<file path="src/rtl/usbf_fifo_pkg.sv">
// usbf_fifo_pkg: shared defaults and pointer arithmetic for the USB packet FIFO.
package usbf_fifo_pkg;
   localparam int DEF_WIDTH  = 8;
   localparam int DEF_ADDR_W = 6;
   localparam int DEPTH      = 2**DEF_ADDR_W;
   localparam int PTR_MAX_W  = 17;
   typedef logic [PTR_MAX_W-1:0] ptr_t;
   // Distance a-b modulo 2**pw, where pw is the wrap-bit-extended pointer width.
   function automatic ptr_t ptr_diff(input ptr_t a, input ptr_t b, input int unsigned pw);
      ptr_t m;
      m = (ptr_t'(1) << pw) - ptr_t'(1);
      return (a - b) & m;
   endfunction
endpackage

</file>
<file path="src/rtl/usbf_fifo_ram.sv">
// usbf_fifo_ram: register-array storage, one synchronous write port, one asynchronous read port.
module usbf_fifo_ram
   import usbf_fifo_pkg::*;
#(
   parameter int WIDTH  = DEF_WIDTH,
   parameter int ADDR_W = DEF_ADDR_W
) (
   input  logic              clk_i,
   input  logic              we,
   input  logic [ADDR_W-1:0] waddr,
   input  logic [WIDTH-1:0]  wdata,
   input  logic [ADDR_W-1:0] raddr,
   output logic [WIDTH-1:0]  rdata
);
   logic [WIDTH-1:0] mem [2**ADDR_W];
   always_ff @(posedge clk_i) if (we) mem[waddr] <= wdata;
   assign rdata = mem[raddr];
endmodule

</file>
<file path="src/rtl/usbf_pkt_fifo.sv">
// usbf_pkt_fifo: packet-aware endpoint FIFO with commit/abort on write and commit/rewind on read.
module usbf_pkt_fifo
   import usbf_fifo_pkg::*;
#(
   parameter int WIDTH  = DEF_WIDTH,
   parameter int ADDR_W = DEF_ADDR_W
) (
   input  logic              clk_i,
   input  logic              rstn_i,
   input  logic              flush_i,
   input  logic [WIDTH-1:0]  data_i,
   input  logic              push_i,
   input  logic              wr_commit_i,
   input  logic              wr_abort_i,
   input  logic              pop_i,
   input  logic              rd_commit_i,
   input  logic              rd_rewind_i,
   output logic [WIDTH-1:0]  data_o,
   output logic              full_o,
   output logic              empty_o,
   output logic [ADDR_W:0]   wr_level_o,
   output logic [ADDR_W:0]   rd_avail_o,
   output logic              ovf_o
);
   localparam int PW = ADDR_W + 1;
   localparam int NW = 2**ADDR_W;
   logic [PW-1:0] wr_ptr, wr_cmt_ptr, rd_ptr, rd_cmt_ptr;
   logic [PW-1:0] wr_ptr_n, wr_cmt_n, rd_ptr_n, rd_cmt_n;
   logic          ovf_n, wr_drop, push_ok, pop_ok;
   assign wr_level_o = PW'(ptr_diff(ptr_t'(wr_ptr), ptr_t'(rd_cmt_ptr), PW));
   assign rd_avail_o = PW'(ptr_diff(ptr_t'(wr_cmt_ptr), ptr_t'(rd_ptr), PW));
   assign full_o     = wr_level_o == PW'(NW);
   assign empty_o    = rd_avail_o == '0;
   // A commit of an overflowed packet behaves exactly like an abort.
   assign wr_drop = wr_abort_i | (wr_commit_i & ovf_o);
   assign push_ok = push_i & ~full_o & ~flush_i & ~wr_drop;
   assign pop_ok  = pop_i & ~empty_o & ~flush_i & ~rd_rewind_i;
   always_comb begin
      wr_ptr_n = wr_drop ? wr_cmt_ptr : wr_ptr + PW'(push_ok);
      wr_cmt_n = (wr_commit_i & ~wr_drop) ? wr_ptr_n : wr_cmt_ptr;
      ovf_n    = (wr_commit_i | wr_abort_i) ? 1'b0 : ovf_o | (push_i & full_o);
      rd_ptr_n = rd_rewind_i ? rd_cmt_ptr : rd_ptr + PW'(pop_ok);
      rd_cmt_n = (rd_commit_i & ~rd_rewind_i) ? rd_ptr_n : rd_cmt_ptr;
   end
   always_ff @(posedge clk_i or negedge rstn_i) begin
      if (!rstn_i) begin
         wr_ptr     <= '0;
         wr_cmt_ptr <= '0;
         rd_ptr     <= '0;
         rd_cmt_ptr <= '0;
         ovf_o      <= 1'b0;
      end else if (flush_i) begin
         wr_ptr     <= '0;
         wr_cmt_ptr <= '0;
         rd_ptr     <= '0;
         rd_cmt_ptr <= '0;
         ovf_o      <= 1'b0;
      end else begin
         wr_ptr     <= wr_ptr_n;
         wr_cmt_ptr <= wr_cmt_n;
         rd_ptr     <= rd_ptr_n;
         rd_cmt_ptr <= rd_cmt_n;
         ovf_o      <= ovf_n;
      end
   end
   usbf_fifo_ram #(.WIDTH(WIDTH), .ADDR_W(ADDR_W)) u_ram (
      .clk_i (clk_i),
      .we    (push_ok),
      .waddr (wr_ptr[ADDR_W-1:0]),
      .wdata (data_i),
      .raddr (rd_ptr[ADDR_W-1:0]),
      .rdata (data_o)
   );
endmodule

</file>
<file path="config.mk">
export PLATFORM = sky130hd
export DESIGN_NAME = usbf_pkt_fifo
export DESIGN_NICKNAME = d
export VERILOG_FILES = /design/src/rtl/usbf_fifo_pkg.sv /design/src/rtl/usbf_fifo_ram.sv /design/src/rtl/usbf_pkt_fifo.sv
export SDC_FILE = /design/constraint.sdc
export NUM_CORES = 1
export LEC_CHECK = 0
export CAP_MARGIN = 0
export CORE_UTILIZATION = 55
export DETAILED_ROUTE_END_ITERATION = 16
export PLACE_DENSITY_LB_ADDON = 0.12
export SYNTH_ARGS = -nofsm -noshare
export SYNTH_HDL_FRONTEND = slang
export SYNTH_SLANG_ARGS = --single-unit
</file>
<file path="constraint.sdc">
create_clock -name clk_i -period 5.5 [get_ports clk_i]
set_clock_uncertainty 0.05 [all_clocks]
set_input_delay 0.55 -clock clk_i [delete_from_list [all_inputs] [get_ports clk_i]]
set_output_delay 0.55 -clock clk_i [all_outputs]
set_load 0.1 [all_outputs]
</file>
; ---- Word-level counts from Yosys, hierarchy flattened
; Memories as Yosys holds them, arrays and structs flattened.
; Index checks and enable logic that the tools add are counted.
[op_classes]
addsub = 4
n_eq_ne = 1
muxes = 12
bitwise_logic = 18
reduce_logical = 3
[op_table]
columns = operator, n
row1 = 7-bit 2-to-1 mux, 8
row2 = 7-bit by 1-bit adder with 7-bit output, 2
row3 = 7-bit subtractor, 2
row4 = 1-bit AND, 10
row5 = 7-bit == test (second input constant), 1
row6 = 7-bit logical NOT, 1
row7 = 1-bit inverter, 5
row8 = 1-bit 2-to-1 mux, 4
row9 = 2-bit nonzero test, 2
row10 = 1-bit bitwise OR, 3
[totals]
register_bits = 29
ramBits = 512
inputBits = 17
output_inout_bits = 25
word_cells = 44
memories = 1
[memory_table]
columns = memory, depth, word_bits, read_ports, rd_ports_with_merged_regs, write_ports, line_no
row1 = u_ram.mem, 64, 8, 1, 0, 1, usbf_fifo_ram.sv:15  ; logic [WIDTH-1:0] mem [2**ADDR_W];

; ---- Longest topological paths before layout
[logic_depth]
ltp_word = 10
mapped_depth = 18

; ---- Modules after synthesis
; A second synthesis with hierarchy kept.
[unflattened]
cells_unflattened = 1156
area_unflattened_um2 = 22022.4
[modules_own_cells]
columns = module, instances, cells_each, area_each_um2
row1 = usbf_fifo_ram, 1, 932, 20006.7
row2 = usbf_pkt_fifo, 1, 224, 2015.7

; ---- Least setup slack after synthesis
; Ideal clock, no wire load.
[synth_timing]
path_type = register -> register
start = reg wr_ptr[0]
end = mem u_ram.mem[38][0] (netlist name), enable pin
setup_time_ns = 0.383
t_arrival_ns = 4.263
required_ns = 5.067
path_slack_ns = 0.804
path_stages_with_launch = 12
path_buffers = 2
path_cell_list = dfrtp_1 -> inv_1 -> ha_1 -> fa_1 -> nor2b_1 -> o21ai_0 -> a21oi_1 -> nor4b_2 -> a21bo_2 -> buf_8 -> buf_12 -> nor3_1
[synth_via]
elab_chain_len = 8
[synth_lines]
columns = item, line_no
row1 = from (decl), usbf_pkt_fifo.sv:27  ; logic [PW-1:0] wr_ptr, wr_cmt_ptr, rd_ptr, rd_cmt_ptr;
row2 = from (signal assigned), usbf_pkt_fifo.sv:59  ; wr_ptr <= wr_ptr_n;
row3 = 7-bit subtractor, usbf_fifo_pkg.sv:12  ; return (a - b) & m;
row4 = named net wr_level_o[4], usbf_pkt_fifo.sv:21  ; output logic [ADDR_W:0] wr_level_o,
row5 = 7-bit == test, usbf_pkt_fifo.sv:32  ; assign full_o = wr_level_o == PW'(NW);
row6 = 1-bit inverter, usbf_pkt_fifo.sv:36  ; assign push_ok = push_i & ~full_o & ~flush_i & ~wr_drop;
row7 = 1-bit AND (3 in a row), usbf_pkt_fifo.sv:36
row8 = 1-bit 2-to-1 mux, usbf_fifo_ram.sv:16  ; always_ff @(posedge clk_i) if (we) mem[waddr] <= wdata;
row9 = 1-bit 2-to-1 mux (implied by the code), usbf_fifo_ram.sv:16
row10 = to (decl), usbf_fifo_ram.sv:15
; The timed path passes the listed nets, and every way through them passes these cells.

; ---- Worst setup path in the final report
[layout_timing]
start = reg rd_ptr[1]
end = out rd_avail_o[6]
[layout_via]
elab_chain_len = 1
[layout_lines]
columns = item, line_no
row1 = from (decl), usbf_pkt_fifo.sv:27
row2 = from (signal assigned), usbf_pkt_fifo.sv:61  ; rd_ptr <= rd_ptr_n;
row3 = 7-bit subtractor, usbf_fifo_pkg.sv:12
row4 = to (decl), usbf_pkt_fifo.sv:22  ; output logic [ADDR_W:0] rd_avail_o,
; Every way passes these cells.

==> results.md <==
* Fillcell total at 2718
* Overall via count from detail_route at between 10000 and 15000
* Number of CTS-inserted buffers at 54
* Met2 wire length at 23.0 mm
* Unique masters post-synth at 56
* Setup TNS Final at 0 ns
* Peak supply drop at 0.311 mV
* First-pass GRT wire length at 73.2 mm
* Dominant combinational cell family by area after synthesis: multiplexers
* Nature of the critical path endpoint: output port
* Time the final worst path needs with I/O delays and setup at 4.53 ns
* Max-slew headroom at the worst pin at 13.2%
* Worst Max-Slew Pin Slew at 1.29 ns
* YS warnings at 0
* Max-cap check violation count at 0
* Hold buffers post-CTS at 0
* Post-synthesis area per instance at a little under 20 um2
* Cell types with the highest counts after synthesis: 512 x edfxtp_1, 112 x mux4_2, 55 x nor3_1, 48 x nor2_1, 36 x mux2i_1
* Reg power frac at 50.8%
* Diodes inserted at 0
* Final instance count without filler cells at 1783
* Number of nets in the final layout at 1255
* Type of the setup path with the least slack: flip-flop to output port
* Clk_lat worst skew at between 0.5 and 0.6 ns
* Post-Synth Adder-Cell Area at 1.10%
* Data required time of the critical path at 4.90 ns
* Resize count post-CTS at 0
* Max Clk Rate at 0.221 GHz
* Share of power burned in the clock network at a little over two fifths
* Number of port buffers at 41
* Post-synthesis to final-layout area growth at 13.4%
* Number of flip-flops and latches in the synthesized netlist at 541
* Cell internal pwr at 6.99 mW
* Effective utilization at floorplan at between 50% and 60%
* Max-slew violations at 0
* Share of the synthesized netlist area taken by xor and xnor gates at 0.682%
* Gate count of the mapped netlist at 1133
* Width of the die at 201 um
* Setup violation total in the final timing report at 0
* Post-detailed-placement half-perimeter wirelength at 29.7 mm
* Async set-or-reset flop fraction in the synthesized netlist at 5.36%
* Post-route DRC violation count at 0
* Maximum root-to-sink buffer count at 3
* Clock edge transition at the registers on the reported setup and hold paths at around 0.06 ns
* Final-report hold violation count at 0
* Final weighted congestion of routability-driven global placement at 0.836
* H-tree Lvls at 2
* Fin area at approximately 25000 um2
* Average via count per standard cell at 6.21
* Die boundary height at a little over 200 um
* Highest routed layer: met4
* Post-route total power at roughly 8.9 mW
* Total GRT Usage at 24.7%
* Sw Pwr at 1.94 mW
* Clk Tree Root Cell: clkbuf_16
* Total Wirelength at 48.2 mm
* Kind of start point of the critical path: flip-flop
* Core area at between 30000 and 40000 um2
* CTS tree: built
* Synth Net Count at 1168
* Ratio of final minimum period to clock period at between 80% and 90%
* Share of cells above drive strength 1 at 22.8%
* Area share of the leading cell type in the synthesized netlist at approximately 70%
* CP max FO at 25
* Sink Count at 541
* Class of the worst hold path: primary input to async pin
* Leak at 7.83 nW
* EDFF count, synth at 512
* Proportion of synthesized chip area in sequential cells at 73.7%
* Wire length the detailed router placed on met1 at 20.7 mm
* Met3 routed WL at 3.09 mm
* Number of nets with antenna violations after detailed routing at 0
* Area contributors post-synth: edfxtp_1 70%, mux4_2 12%, dfrtp_1 3.3%, mux2i_1 1.7%, nor3_1 1.3%
* Cell area power density at between 300 and 400 nW/um2
* Number of detailed-routing iterations run before antenna repair at 7
* Simple-gate share of the synthesized area at 4.21%
* Number of antenna violations at the first check in global routing at 0
* Most frequent cell after synthesis: edfxtp_1
* Top_reg_cell synth: edfxtp_1
* Row count at between 70 and 80
* GR Overflow Total at 0
* # Post-CTS Setup Buffers at 0
* Arrival time of data at the critical path endpoint at 3.93 ns
* Net Sw Frac at 21.7%
* Hold Slack at 0.293 ns
* Share of cell area taken by muxes after synthesis at 13.2%
* Maximum number of pins on one net before global-route repair at 65
* Area of placed instances at 22900 um2
* WL/cell at between 20 and 30 um
* Outcome: finished, final reports clean
* Total die area at 40500 um2
* Largest area contributor in the netlist: edfxtp_1
* Complex-gate fraction of the synthesized area at 5.09%
* Top Ports at 42
* Unrepaired setup endpoints after global routing: false
* Cell Area, Synth at 21800 um2
* Logic pwr share at 6.0%
* Placed cells at around 1700
* Starting DRC count in detailed routing at between 1000 and 1500
* Vias in the first global route at 11453
[cell usage in the layout (no fill, tap or decap), types with 8 or more instances in the layout]
cell             Yosys  routed
buf_4                4      63
mux2i_1             36      36
o221ai_1            24      24
clkbuf_16            0      54
a221oi_1            17      17
a21oi_1             34      34
inv_1               22      22
ha_1                16      16
buf_2               19       8
clkdlybuf4s50_1      0      24
bufinv_16            0      11
mux4_2             112     112
xnor2_1             11      11
nand2_1             18      18
dfrtp_1             29      26
nor2_1              48      48
edfxtp_1           512     512
a22o_1              16      16
nor3_2              11      11
a211oi_1            10      10
a221o_1              8       8
clkinv_2             0       9
nand3_1             10      10
a22oi_1             16      16
nor3_1              55      55
clkinv_1             0      12
[per-stage QoR]
step | utilization, % | setup WS [ns]
CTS | 63.6 | 0.969
floorplan | - | 0.804
detailed placement | 58.8 | 1.36
global route | 63.6 | 0.742
finish | 63.6 | 0.968
global placement | 58.8 | 1.46
[routing by layer]
layer,vias to the layer above,GRT usage [%]
met1,5716,35.7
met2,388,38.9
met4,0,7.77
met3,80,4.32
li1,4883,-
met5,-,0
[final cells by class]
cell class	instances	area, um2	area share, %
repair buffers	95	753	3.04
clock inverters	40	494	2.00
flip-flops and latches	541	16100	65.0
well taps	518	648	2.62
clock buffers	61	1380	5.56
multi-input cells	505	5300	21.4
inverters	23	86.3	0.349
[power by group through the flow]
stage | clock (mW) | sequential (mW) | combinational [mW]
after floorplan | 0 | 4.61 | 0.367
after global placement | 0 | 4.62 | 0.529
after detailed placement | 0 | 4.62 | 0.535
after CTS | 3.91 | 4.53 | 0.536
after global routing | 4.07 | 4.53 | 0.560
final | 3.86 | 4.53 | 0.531
[critical path, cell delays in order (launching register included)]
cell	delay [ns]
dfrtp_4	0.66
inv_1	0.22
fa_1	0.47
a21o_1	0.17
a21oi_1	0.22
o21bai_1	0.09
a21oi_1	0.20
xnor2_1	0.12
inv_1	0.06
clkdlybuf4s50_1	1.13
[final timing paths]
| check | from | to | slack [ns] | cells past startpoint |
|---|---|---|---|---|
| max in group asynchronous | rstn_i | rd_ptr[0] | 4.78 | 2 |
| hold / removal | rstn_i | wr_ptr[1] | 0.29 | 2 |
| hold reg to reg | rd_cmt_ptr[4] | rd_ptr[4] | 0.50 | 2 |
| setup / recovery | rd_ptr[1] | rd_avail_o[6] | 0.97 | 9 |
| min in group clk_i | rd_cmt_ptr[4] | rd_ptr[4] | 0.50 | 2 |
| setup reg to reg | wr_ptr[0] | u_ram.mem[10][6] | 1.38 | 10 |
[cells by family after synthesis]
group           count (synthesis)
fa+ha+maj                      18
mux                           148
buf+inv                        87
simple gates                  175
flops                         541
compound gates                147
xor+xnor                       17
[state kept, by name (all words and copies together) (netlist names)]
register	cells
rd_cmt_ptr	7
wr_cmt_ptr	7
u_ram.mem	512
rd_ptr	7
ovf_o	1
wr_ptr	7
Note: power is estimated with default switching activity, not from simulation.
